$ cat src/rtl/pos_filter_pkg.sv
// Shared types and frame-geometry defaults for the position filter,
// the cursor overlay and the VGA address logic.
package pos_filter_pkg;

    localparam int unsigned POS_WIDTH_DEF  = 640;
    localparam int unsigned POS_HEIGHT_DEF = 480;
    localparam int unsigned ADDR_W         = 20;
    localparam int unsigned COORD_W        = 11;
    localparam int unsigned SUM_W          = 13;
    localparam int unsigned HIST_DEPTH     = 4;
    localparam int unsigned DIV_STEPS      = 20;

    typedef enum logic [1:0] {
        ST_IDLE   = 2'd0,
        ST_DIVIDE = 2'd1,
        ST_CHECK  = 2'd2,
        ST_UPDATE = 2'd3
    } pos_state_e;

    function automatic logic [COORD_W-1:0] abs_diff(input logic [COORD_W-1:0] a,
                                                     input logic [COORD_W-1:0] b);
        logic [COORD_W-1:0] d;
        if (a >= b) begin
            d = a - b;
        end else begin
            d = b - a;
        end
        return d;
    endfunction

endpackage

$ cat src/rtl/pos_divider.sv
// Restoring shift-subtract divider by a constant: one quotient bit per cycle,
// DIV_STEPS cycles per division. done is high during the final step.
module pos_divider
    import pos_filter_pkg::*;
#(
    parameter int unsigned DIVISOR = POS_WIDTH_DEF
) (
    input  logic               clk,
    input  logic               reset_n,
    input  logic               start,
    input  logic [ADDR_W-1:0]  dividend,
    output logic               done,
    output logic [COORD_W-1:0] quotient,
    output logic [COORD_W-1:0] remainder
);

    localparam logic [COORD_W:0] DIV_L     = (COORD_W+1)'(DIVISOR);
    localparam logic [4:0]       LAST_STEP = 5'(DIV_STEPS - 1);

    logic               active_q, active_d;
    logic [4:0]         cnt_q, cnt_d;
    logic [COORD_W-1:0] rem_q, rem_d;
    logic [ADDR_W-1:0]  dq_q, dq_d;
    logic [COORD_W:0]   trial_s;
    logic [COORD_W:0]   diff_s;

    // Next-state for one division step; registers hold when idle.
    always_comb begin
        active_d = active_q;
        cnt_d    = cnt_q;
        rem_d    = rem_q;
        dq_d     = dq_q;
        trial_s  = {rem_q, dq_q[ADDR_W-1]};
        diff_s   = trial_s - DIV_L;
        if (start) begin
            active_d = 1'b1;
            cnt_d    = 5'd0;
            rem_d    = {COORD_W{1'b0}};
            dq_d     = dividend;
        end else if (active_q) begin
            // Quotient bits shift in behind the consumed dividend bits.
            if (trial_s >= DIV_L) begin
                rem_d = diff_s[COORD_W-1:0];
                dq_d  = {dq_q[ADDR_W-2:0], 1'b1};
            end else begin
                rem_d = trial_s[COORD_W-1:0];
                dq_d  = {dq_q[ADDR_W-2:0], 1'b0};
            end
            cnt_d = cnt_q + 5'd1;
            if (cnt_q == LAST_STEP) begin
                active_d = 1'b0;
            end else begin
                active_d = 1'b1;
            end
        end else begin
            active_d = 1'b0;
        end
    end

    // Division state registers.
    always_ff @(posedge clk or negedge reset_n) begin
        if (!reset_n) begin
            active_q <= 1'b0;
            cnt_q    <= 5'd0;
            rem_q    <= {COORD_W{1'b0}};
            dq_q     <= {ADDR_W{1'b0}};
        end else begin
            active_q <= active_d;
            cnt_q    <= cnt_d;
            rem_q    <= rem_d;
            dq_q     <= dq_d;
        end
    end

    assign done      = active_q && (cnt_q == LAST_STEP);
    assign quotient  = dq_q[COORD_W-1:0];
    assign remainder = rem_q;

endmodule

$ cat src/rtl/pos_filter.sv
// Per-frame detection filter: splits the pixel address into row/column,
// rejects implausible jumps and outputs a 4-sample moving average.
module pos_filter
    import pos_filter_pkg::*;
#(
    parameter int unsigned WIDTH      = POS_WIDTH_DEF,
    parameter int unsigned HEIGHT     = POS_HEIGHT_DEF,
    parameter int unsigned JUMP_MAX   = 128,
    parameter int unsigned MISS_LIMIT = 8
) (
    input  logic               clk,
    input  logic               reset_n,
    input  logic               tick,
    input  logic [ADDR_W-1:0]  pixel_detect,
    input  logic               achou,
    output logic [COORD_W-1:0] x_pos,
    output logic [COORD_W-1:0] y_pos,
    output logic               pos_valid,
    output logic               busy
);

    localparam int unsigned      MISS_W     = $clog2(MISS_LIMIT + 1);
    localparam logic [ADDR_W:0]  ADDR_LIMIT = (ADDR_W+1)'(WIDTH * HEIGHT);
    localparam logic [COORD_W-1:0] JUMP_L   = COORD_W'(JUMP_MAX);
    localparam logic [MISS_W-1:0]  MISS_L   = MISS_W'(MISS_LIMIT);

    pos_state_e         state_q, state_d;
    logic [ADDR_W-1:0]  addr_q, addr_d;
    logic               achou_q, achou_d;
    logic               hit_q, hit_d;
    logic [COORD_W-1:0] x_pos_q, x_pos_d;
    logic [COORD_W-1:0] y_pos_q, y_pos_d;
    logic               pos_valid_q, pos_valid_d;
    logic               busy_q, busy_d;
    logic [MISS_W-1:0]  miss_q, miss_d;
    logic [1:0]         oldest_q, oldest_d;
    logic [COORD_W-1:0] hist_x_q [HIST_DEPTH];
    logic [COORD_W-1:0] hist_x_d [HIST_DEPTH];
    logic [COORD_W-1:0] hist_y_q [HIST_DEPTH];
    logic [COORD_W-1:0] hist_y_d [HIST_DEPTH];

    logic               div_start_s;
    logic               div_done_s;
    logic [COORD_W-1:0] row_s;
    logic [COORD_W-1:0] col_s;
    logic               addr_bad_s;
    logic               jump_s;
    logic [SUM_W-1:0]   sum_x_s;
    logic [SUM_W-1:0]   sum_y_s;
    logic [MISS_W-1:0]  miss_inc_s;

    assign div_start_s = (state_q == ST_IDLE) && tick;

    pos_divider #(
        .DIVISOR (WIDTH)
    ) u_div (
        .clk       (clk),
        .reset_n   (reset_n),
        .start     (div_start_s),
        .dividend  (pixel_detect),
        .done      (div_done_s),
        .quotient  (row_s),
        .remainder (col_s)
    );

    // Window sums with the oldest entry already replaced by the new sample.
    always_comb begin
        sum_x_s = {SUM_W{1'b0}};
        sum_y_s = {SUM_W{1'b0}};
        for (int i = 0; i < HIST_DEPTH; i++) begin
            if (2'(i) == oldest_q) begin
                sum_x_s = sum_x_s + {2'b00, col_s};
                sum_y_s = sum_y_s + {2'b00, row_s};
            end else begin
                sum_x_s = sum_x_s + {2'b00, hist_x_q[i]};
                sum_y_s = sum_y_s + {2'b00, hist_y_q[i]};
            end
        end
    end

    // Sample classification terms.
    always_comb begin
        addr_bad_s = ({1'b0, addr_q} >= ADDR_LIMIT);
        jump_s     = pos_valid_q &&
                     ((abs_diff(row_s, y_pos_q) > JUMP_L) ||
                      (abs_diff(col_s, x_pos_q) > JUMP_L));
        if (miss_q == MISS_L) begin
            miss_inc_s = miss_q;
        end else begin
            miss_inc_s = miss_q + MISS_W'(1'b1);
        end
    end

    // FSM next state and tracking update.
    always_comb begin
        state_d     = state_q;
        addr_d      = addr_q;
        achou_d     = achou_q;
        hit_d       = hit_q;
        x_pos_d     = x_pos_q;
        y_pos_d     = y_pos_q;
        pos_valid_d = pos_valid_q;
        miss_d      = miss_q;
        oldest_d    = oldest_q;
        hist_x_d    = hist_x_q;
        hist_y_d    = hist_y_q;
        case (state_q)
            ST_IDLE: begin
                if (tick) begin
                    addr_d  = pixel_detect;
                    achou_d = achou;
                    state_d = ST_DIVIDE;
                end else begin
                    state_d = ST_IDLE;
                end
            end
            ST_DIVIDE: begin
                if (div_done_s) begin
                    state_d = ST_CHECK;
                end else begin
                    state_d = ST_DIVIDE;
                end
            end
            ST_CHECK: begin
                hit_d   = achou_q && !addr_bad_s && !jump_s;
                state_d = ST_UPDATE;
            end
            ST_UPDATE: begin
                state_d = ST_IDLE;
                if (hit_q && !pos_valid_q) begin
                    // First hit after loss seeds the whole window.
                    for (int i = 0; i < HIST_DEPTH; i++) begin
                        hist_x_d[i] = col_s;
                        hist_y_d[i] = row_s;
                    end
                    oldest_d    = 2'd0;
                    x_pos_d     = col_s;
                    y_pos_d     = row_s;
                    pos_valid_d = 1'b1;
                    miss_d      = {MISS_W{1'b0}};
                end else if (hit_q) begin
                    hist_x_d[oldest_q] = col_s;
                    hist_y_d[oldest_q] = row_s;
                    oldest_d           = oldest_q + 2'd1;
                    x_pos_d            = sum_x_s[SUM_W-1:2];
                    y_pos_d            = sum_y_s[SUM_W-1:2];
                    miss_d             = {MISS_W{1'b0}};
                end else begin
                    miss_d = miss_inc_s;
                    if (miss_inc_s == MISS_L) begin
                        pos_valid_d = 1'b0;
                    end else begin
                        pos_valid_d = pos_valid_q;
                    end
                end
            end
            default: begin
                state_d = ST_IDLE;
            end
        endcase
        busy_d = (state_d != ST_IDLE);
    end

    // Filter state registers.
    always_ff @(posedge clk or negedge reset_n) begin
        if (!reset_n) begin
            state_q     <= ST_IDLE;
            addr_q      <= {ADDR_W{1'b0}};
            achou_q     <= 1'b0;
            hit_q       <= 1'b0;
            x_pos_q     <= {COORD_W{1'b0}};
            y_pos_q     <= {COORD_W{1'b0}};
            pos_valid_q <= 1'b0;
            busy_q      <= 1'b0;
            miss_q      <= {MISS_W{1'b0}};
            oldest_q    <= 2'd0;
            for (int i = 0; i < HIST_DEPTH; i++) begin
                hist_x_q[i] <= {COORD_W{1'b0}};
                hist_y_q[i] <= {COORD_W{1'b0}};
            end
        end else begin
            state_q     <= state_d;
            addr_q      <= addr_d;
            achou_q     <= achou_d;
            hit_q       <= hit_d;
            x_pos_q     <= x_pos_d;
            y_pos_q     <= y_pos_d;
            pos_valid_q <= pos_valid_d;
            busy_q      <= busy_d;
            miss_q      <= miss_d;
            oldest_q    <= oldest_d;
            hist_x_q    <= hist_x_d;
            hist_y_q    <= hist_y_d;
        end
    end

    assign x_pos     = x_pos_q;
    assign y_pos     = y_pos_q;
    assign pos_valid = pos_valid_q;
    assign busy      = busy_q;

endmodule

$ cat config.mk
export PLATFORM = sky130hd
export DESIGN_NAME = pos_filter
export DESIGN_NICKNAME = d
export VERILOG_FILES = /design/src/rtl/pos_filter_pkg.sv /design/src/rtl/pos_divider.sv /design/src/rtl/pos_filter.sv
export SDC_FILE = /design/constraint.sdc
export NUM_CORES = 1
export LEC_CHECK = 0
export CAP_MARGIN = 20
export CORE_MARGIN = 4
export CORE_UTILIZATION = 31
export CTS_CLUSTER_SIZE = 30
export DETAILED_ROUTE_END_ITERATION = 16
export PLACE_DENSITY = 0.43
export SETUP_SLACK_MARGIN = 0.4
export SYNTH_ARGS = -nofsm -noshare
export SYNTH_HDL_FRONTEND = slang
export SYNTH_SLANG_ARGS = --single-unit
$ cat constraint.sdc
create_clock -name clk -period 9.6 [get_ports clk]
set_input_delay 1.92 -clock clk [delete_from_list [all_inputs] [get_ports clk]]
set_output_delay 1.92 -clock clk [all_outputs]
set_load 0.005 [all_outputs]
==> flow_summary.rst, run 1 <==
.. list-table::
   :header-rows: 1

   * - Metric
     - Value
   * - Result of the run
     - finished clean
   * - Max Buffers Root-to-Sink
     - 2
   * - Via count
     - 9,835
   * - Hpwl dp
     - about 25,000 um
   * - Largest family of logic cells by synthesized area
     - multiplexers
   * - Latest clock arrival within the worst-skew pair
     - 450 ps
   * - First-pass GRT wire length
     - 55,500 um
   * - Antenna diode count
     - 0
   * - Post-Syn Instances
     - 1,434
   * - Xor/xnor cell area share of the yosys netlist
     - 0.0556
   * - Largest net degree at the start of global routing
     - 81
   * - Commonest register cell after synthesis
     - dfrtp_1
   * - FILL cells
     - 4,444
   * - Count of hold buffers inserted by post-cts repair
     - 0
   * - Part of the Yosys area used for sequential elements
     - 0.309
   * - Iteration-0 DRC Markers
     - 387
   * - Resize count post-CTS
     - 0
   * - Total of endpoints with negative setup slack in the final report
     - 0
   * - Mapped cell area
     - 13,500 um2
   * - Per-instance average area after synthesis
     - 9.44 um2
   * - Vias in the first global route
     - 10,400
   * - Post-CTS setup-driven buffer insertion count
     - 0
   * - Setup repair after global routing missed its margin
     - no
   * - Synth warnings
     - 0
   * - Buffers & Inverters on Critical Path
     - 3
   * - Slew Limit Fails
     - 0
   * - Cell Pwr Density
     - 248 nW/um2
   * - Grt peak-use layer
     - met2
   * - GRT Total Usage
     - 0.145
   * - Standard cell area after detailed placement
     - 14,600 um2
   * - Number of antenna violations at the first check in global routing
     - 0
   * - Layout overhead on the synthesized area
     - 12.5%
   * - Most frequent cells in the layout
     - 166 x dfrtp_1, 156 x mux2_2, 152 x ha_1, 130 x nand2_1, 99 x o21ai_0
   * - Effective utilization at floorplan
     - 0.314
   * - Worst endpoint required time
     - 9970 ps
   * - CP max FO
     - 23
   * - Net load switching power
     - 1.66 mW
   * - Clk root buf
     - clkbuf_16
   * - Utilization after layout
     - 0.353
   * - Width of the die
     - 217 um
   * - Transition time at the pin with the least slew margin
     - 819 ps
   * - Max-cap violations
     - 0
   * - Static leakage
     - between 7 and 8 nW
   * - Worst path most repeated cell
     - o21ai_0
   * - Period utilization
     - 0.574
   * - Largest stage delay, worst path
     - ~430 ps
   * - Number of distinct standard cells referenced by the synthesized netlist
     - 67
   * - Internal power of the cells
     - 2.11 mW
   * - I/O pin total
     - between 40 and 50
   * - Critical Path Start Type
     - flop
   * - CP endpoint kind
     - flop
   * - Synthesized-area fraction occupied by ao, oa, aoi and oai cells
     - 0.143
   * - Number of buffers added by the clock tree synthesis step
     - 17
   * - Clock slew at the register clock pins of the worst setup and hold paths
     - 80 ps
   * - Count of H-tree levels built during CTS
     - 4
   * - Number of remaining DRC errors
     - 0
   * - CTS tree
     - built
   * - RD Place Congestion
     - 0.824
   * - Min Tclk post-route
     - 5510 ps
   * - Die Height
     - 217 um
   * - First-pass detailed-route iteration total
     - 4
   * - Part of the total power dissipated in combinational logic
     - 0.542
   * - Count of antenna-violating nets left after detailed routing
     - 0
   * - Fraction of power spent switching nets
     - 0.441
   * - Area share of fa/ha/maj cells after synthesis
     - 0.155
   * - Clock Skews
     - 13.3 ps
   * - Worst hold margin
     - 482 ps
   * - Met2 track demand over resource
     - 0.236
   * - Post-Synth Simple-Gate Area
     - 0.115
   * - Fmax achieved
     - ~0.18 GHz
   * - Worst hold-check path type
     - flop to flop
   * - Total grt overflow
     - 0
   * - Core Rows
     - 76
   * - Reg power frac
     - 0.267
   * - Most common cell after layout, fill and taps aside
     - dfrtp_1
   * - Crit path max-delay family
     - compound AO/OA/AOI/OAI gates
   * - Post-synthesis mux area share
     - 0.175
   * - Number of enable flip-flop cells after synthesis
     - 0
   * - Share of synthesized flip-flops with an asynchronous set or reset
     - 1.00
   * - Fraction of met3 tracks used by global routing
     - 0.0183
   * - Worst max-slew margin expressed relative to the limit
     - 0.448
   * - Count of state elements after synthesis
     - 167
   * - Post-route cell area
     - 15,200 um2
   * - Total number of nets in the final design
     - 1,633
   * - Nets in the synthesized netlist
     - 1,620
   * - Overall die area
     - 47,100 um2
   * - Core region area
     - 43,200 um2
   * - Fraction of power consumed by the clock network
     - 0.191
   * - Final routed wire length divided by cell count
     - 16.3 um
   * - Master of the slowest instance on the critical path
     - dfrtp_1
   * - Setup Crit Path Kind
     - flop to flop
   * - Clock sink count
     - roughly 170
   * - Total wire length after detailed routing
     - 33,300 um
   * - Met1 Resource Use GR
     - 0.206
   * - Count of endpoints failing hold in the final timing report
     - 0
   * - Maximum ir drop on the vdd rail
     - around 0.14 mV
   * - Signal arrival time at the worst endpoint
     - ~6000 ps
   * - Fraction of final layout cells with drive strength greater than 1
     - 0.160
   * - Average via count per standard cell
     - ~4.8
   * - IO buf count
     - 47
   * - Final-layout setup total negative slack
     - 0 ps
per-stage QoR:
step,setup WS (ps),cells,power [mW]
2_1_floorplan,4410,1434,2.58
3_3_place_gp,4160,2012,3.06
3_5_place_dp,4060,2012,3.07
4_1_cts,4060,2044,3.82
5_1_grt,3610,2045,4.14
6_report,4090,2045,3.77
worst paths after layout:
| kind | startpoint | end | slack (ps) | cells after the start |
|---|---|---|---|---|
| setup / recovery | oldest_q[0]$_DFFE_PN0P_ | y_pos[10]$_DFFE_PN0P_ | 4090 | 27 |
| hold / removal | addr_q[15]$_DFFE_PN0P_ | addr_q[15]$_DFFE_PN0P_ | 480 | 2 |
| setup reg to reg | oldest_q[0]$_DFFE_PN0P_ | y_pos[10]$_DFFE_PN0P_ | 4090 | 27 |
| hold reg to reg | addr_q[15]$_DFFE_PN0P_ | addr_q[15]$_DFFE_PN0P_ | 480 | 2 |
| max in group asynchronous | reset_n | hist_y_q[16]$_DFFE_PN0P_ | 6350 | 3 |
| min in group asynchronous | reset_n | u_div.remainder[2]$_DFFE_PN0P_ | 1520 | 1 |
registers in the layout (all words and copies together), names as in the netlist:
signal,count
achou_q,1
addr_q,8
busy,1
hist_x_q,44
hist_y_q,44
hit_q,1
miss_q,4
oldest_q,2
pos_valid,1
state_q,2
u_div.active_q,1
u_div.cnt_q,5
u_div.dq_q,20
u_div.remainder,11
x_pos,11
y_pos,11
per-layer routing:
layer | part of all wire | vias to the layer above | wire length [um]
li1 | - | 5058 | -
met1 | 0.52 | 4670 | 17400
met2 | 0.45 | 85 | 14900
met3 | 0.017 | 22 | 569
met4 | 0.011 | 0 | 366
met5 | 0 | - | 0
cell type report:
cell class,instances,area [um2],share of cell area
Clock buffer,19,453,0.0297
Tap cell,585,732,0.0481
Timing Repair Buffer,69,652,0.0428
Sequential cell,167,4180,0.274
Clock inverter,13,146,0.00961
Inverter,84,315,0.0207
Multi-Input combinational cell,1108,8750,0.575
cells by family after synthesis:
logic type	Yosys count
DFF	167
adders and majority gates	162
muxes	217
xor gates and xnor gates	86
and+or+nand+nor	329
buffers and inverters	159
AOI/OAI and AO/OA	314
synth_stat cells, types with 4 or more instances:
cell,number,area share
and2_1,4,0.0018
nor4_1,4,0.0018
o31ai_1,8,0.0044
nand2b_1,17,0.0079
a31oi_1,6,0.0028
a21o_1,30,0.017
nor2b_1,22,0.010
nand4_1,6,0.0028
nand3_1,17,0.0063
o31a_1,5,0.0032
dfrtp_1,167,0.31
o21ai_0,99,0.037
o21a_1,19,0.011
ha_1,152,0.14
mux2i_1,61,0.045
a211oi_1,9,0.0050
xor2_1,37,0.024
inv_1,84,0.023
xnor2_1,49,0.032
buf_4,4,0.0022
a21oi_1,89,0.033
o21bai_1,4,0.0022
a21boi_0,4,0.0022
o211ai_1,7,0.0039
nor2_1,67,0.019
nand2_1,130,0.036
clkbuf_1,54,0.015
and3_1,4,0.0018
buf_1,11,0.0030
fa_1,10,0.015
nor3_1,27,0.010
or3_1,8,0.0037
nor3b_1,5,0.0028
o22ai_1,6,0.0028
mux2_2,156,0.13
or2_2,5,0.0023
power by group through the flow:
stage | clock (mW) | sequential (mW) | combinational (mW)
6_report | 0.720 | 1.01 | 2.04
5_1_grt | 0.775 | 1.04 | 2.32
4_1_cts | 0.751 | 1.01 | 2.06
3_5_place_dp | 0 | 1.02 | 2.05
3_3_place_gp | 0 | 1.02 | 2.03
2_1_floorplan | 0 | 0.887 | 1.69
worst min-delay path, stage by stage, from the launching register on:
cell and delay, ps:
dfrtp_1 350, nand2_1 50, nand2_1 50
(Power assumes the default switching activity.)
==> run 2, diff against run 1 <==
Clock period 9.6 ns to 5.6 ns, I/O delays scaled along.
==> run 2 against run 1 <==
- setup slack got worse by 3500 ps
- clock-buffer cell count fell by 2
- critical endpoint unchanged
- first-iteration DRC count rose by 20%
- combinational power up 88%
==> flow_summary.rst, run 2 (synthesis results as in run 1) <==
.. list-table::
   :header-rows: 1

   * - Metric
     - Value
   * - Result of the run
     - finished clean
   * - Clock Skews
     - 13.1 ps
   * - Total number of nets in the final design
     - approximately 1,700
   * - Hold_sp
     - addr_q[15]$_DFFE_PN0P_
   * - Setup Crit Path Kind
     - flop to flop
   * - Slew Limit Fails
     - 0
   * - Critical Path Start Type
     - flop
   * - Overall die area
     - 47,100 um2
   * - Largest stage delay, worst path
     - 430 ps
   * - Min Tclk post-route
     - between 4000 and 5000 ps
   * - Buffers & Inverters on Critical Path
     - 2
   * - Max-cap violations
     - 0
   * - Total grt overflow
     - 0
   * - Crit path max-delay family
     - compound AO/OA/AOI/OAI gates
   * - Clock slew at the register clock pins of the worst setup and hold paths
     - 80 ps
   * - Fraction of final layout cells with drive strength greater than 1
     - 0.202
   * - Vias in the first global route
     - between 10,000 and 15,000
   * - RD Place Congestion
     - 0.824
   * - Max Buffers Root-to-Sink
     - 2
   * - Core region area
     - 43,200 um2
   * - Worst Setup SP
     - oldest_q[0]$_DFFE_PN0P_
   * - I/O pin total
     - 48
   * - Cell Pwr Density
     - 422 nW/um2
   * - Static leakage
     - around 7.4 nW
   * - Worst endpoint required time
     - 5970 ps
   * - Most frequent cells in the layout
     - 166 x dfrtp_1, 156 x mux2_2, 146 x ha_1, 130 x nand2_1
   * - Latest clock arrival within the worst-skew pair
     - 450 ps
   * - Clk root buf
     - clkbuf_16
   * - Core Rows
     - 76
   * - Maximum ir drop on the vdd rail
     - ~0.22 mV
   * - Worst-case setup margin in the final layout
     - between 600 and 700 ps
   * - Iteration-0 DRC Markers
     - 466
   * - Worst hold margin
     - 471 ps
   * - Setup repair after global routing missed its margin
     - yes
   * - First-pass detailed-route iteration total
     - 5
   * - Fmax achieved
     - 0.201 GHz
   * - Clock sink count
     - 167
   * - Setup slack after placement
     - 178 ps
   * - Number of remaining DRC errors
     - 0
   * - Effective utilization at floorplan
     - 0.314
   * - First-pass GRT wire length
     - between 50,000 and 60,000 um
   * - Count of H-tree levels built during CTS
     - 4
   * - Hpwl dp
     - about 26,000 um
   * - Via count
     - 9,997
   * - Die Height
     - between 200 and 250 um
   * - Final routed wire length divided by cell count
     - 16.4 um
   * - Number of buffers added by the clock tree synthesis step
     - 17
   * - Utilization after layout
     - 0.361
   * - Count of endpoints failing hold in the final timing report
     - 0
   * - Largest net degree at the start of global routing
     - 93
   * - GRT Total Usage
     - 0.149
   * - Layout overhead on the synthesized area
     - 15.0%
   * - Most common cell after layout, fill and taps aside
     - dfrtp_1
   * - Number of instances in the placed design
     - 2,029
   * - Signal arrival time at the worst endpoint
     - 5350 ps
   * - IO buf count
     - 47
   * - Standard cell area after detailed placement
     - 14,700 um2
   * - Number of antenna violations at the first check in global routing
     - 0
   * - Worst reg2reg startpoint
     - oldest_q[0]$_DFFE_PN0P_
   * - Width of the die
     - 217 um
   * - Transition time at the pin with the least slew margin
     - 1090 ps
   * - Total of endpoints with negative setup slack in the final report
     - 0
   * - Master of the slowest instance on the critical path
     - dfrtp_1
   * - Worst hold-check path type
     - flop to flop
   * - CP endpoint kind
     - flop
   * - Final-layout setup total negative slack
     - 0 ps
   * - Post-route cell area
     - 15,600 um2
   * - Worst max-slew margin expressed relative to the limit
     - 0.270
   * - CTS tree
     - built
   * - Largest registers ranked by flip-flop count
     - hist_x_q x44, hist_y_q x44, u_div.dq_q x20
   * - CP max FO
     - 5
   * - Average via count per standard cell
     - about 4.8
   * - Final instance count without filler cells
     - approximately 2,100
   * - Total wire length after detailed routing
     - 34,000 um
   * - Count of antenna-violating nets left after detailed routing
     - 0
   * - Cells traversed along the worst timing path
     - inv_2 -> ha_4 -> buf_4 -> mux2_2 -> ha_1 -> nand2_1 -> a21oi_1 -> o31a_1 -> or3_1 -> a21oi_1 -> a21oi_1 -> ha_1 -> or3_1 -> o21ai_2 -> a21oi_2 -> xor2_1 -> ha_1 -> a21oi_2 -> o21ai_2 -> a21oi_2 -> nor2b_1 -> nor2_1 -> mux2_2 -> o21ai_1
   * - Period utilization
     - 0.889
   * - Count of hold buffers inserted by post-cts repair
     - 0
   * - Post-layout total power
     - 6.57 mW
## run 2: worst paths after layout
| check | slack (ps) | cells after the start | endpoint |
|---|---|---|---|
| max | 620 | 24 | y_pos[10]$_DFFE_PN0P_ |
| min | 470 | 2 | addr_q[15]$_DFFE_PN0P_ |
| max reg2reg | 620 | 24 | y_pos[10]$_DFFE_PN0P_ |
| min reg2reg | 470 | 2 | addr_q[15]$_DFFE_PN0P_ |
| max in group asynchronous | 3800 | 2 | miss_q[2]$_DFFE_PN0P_ |
| min in group asynchronous | 740 | 1 | u_div.remainder[3]$_DFFE_PN0P_ |
## run 2: final cells by class
class | instances | area [um2]
fill | 4388 | 27600
clock inverter | 15 | 139
inverter | 84 | 315
timing repair buffer | 97 | 866
clock buffer | 17 | 425
multi-input combinational | 1108 | 8920
tap | 585 | 732
sequential | 167 | 4180
antenna | 1 | 2.50
## run 2: what timing repair did
| action | 4_1_cts | 5_1_grt |
|---|---|---|
| pin swaps | 1 | 19 |
| gates resized for setup | 5 | 58 |
| setup buffers | 0 | 11 |
| endpoints found under the setup margin | 5 | 10 |
## run 2: tightest hold or removal path, delay by kind of cell, from the launching register on
| kind | cells | cell delay [ps] |
|---|---|---|
| flip-flops | 1 | 340 |
| AND/OR/NAND/NOR | 2 | 100 |
## run 2: power breakdown
group	switching, mW	leakage, nW	internal, mW	total (mW)
Sequential	0.194	2.21	1.39	1.58
Combinational	2.15	4.88	1.67	3.83
Clock	0.577	0.269	0.588	1.16
## run 2: metal layers
layer,vias up,share of wire,global-route usage
li1,5123,-,-
met1,4763,0.52,0.214
met2,90,0.45,0.241
met3,21,0.019,0.0187
met4,0,0.011,0.0354
met5,-,0,0
==> run 3, diff against run 2 <==
Settings changed: TNS_END_PERCENT set to 50.
==> results of run 3 <==
No change in the layout: final DEF, timing and power equal those of run 2.
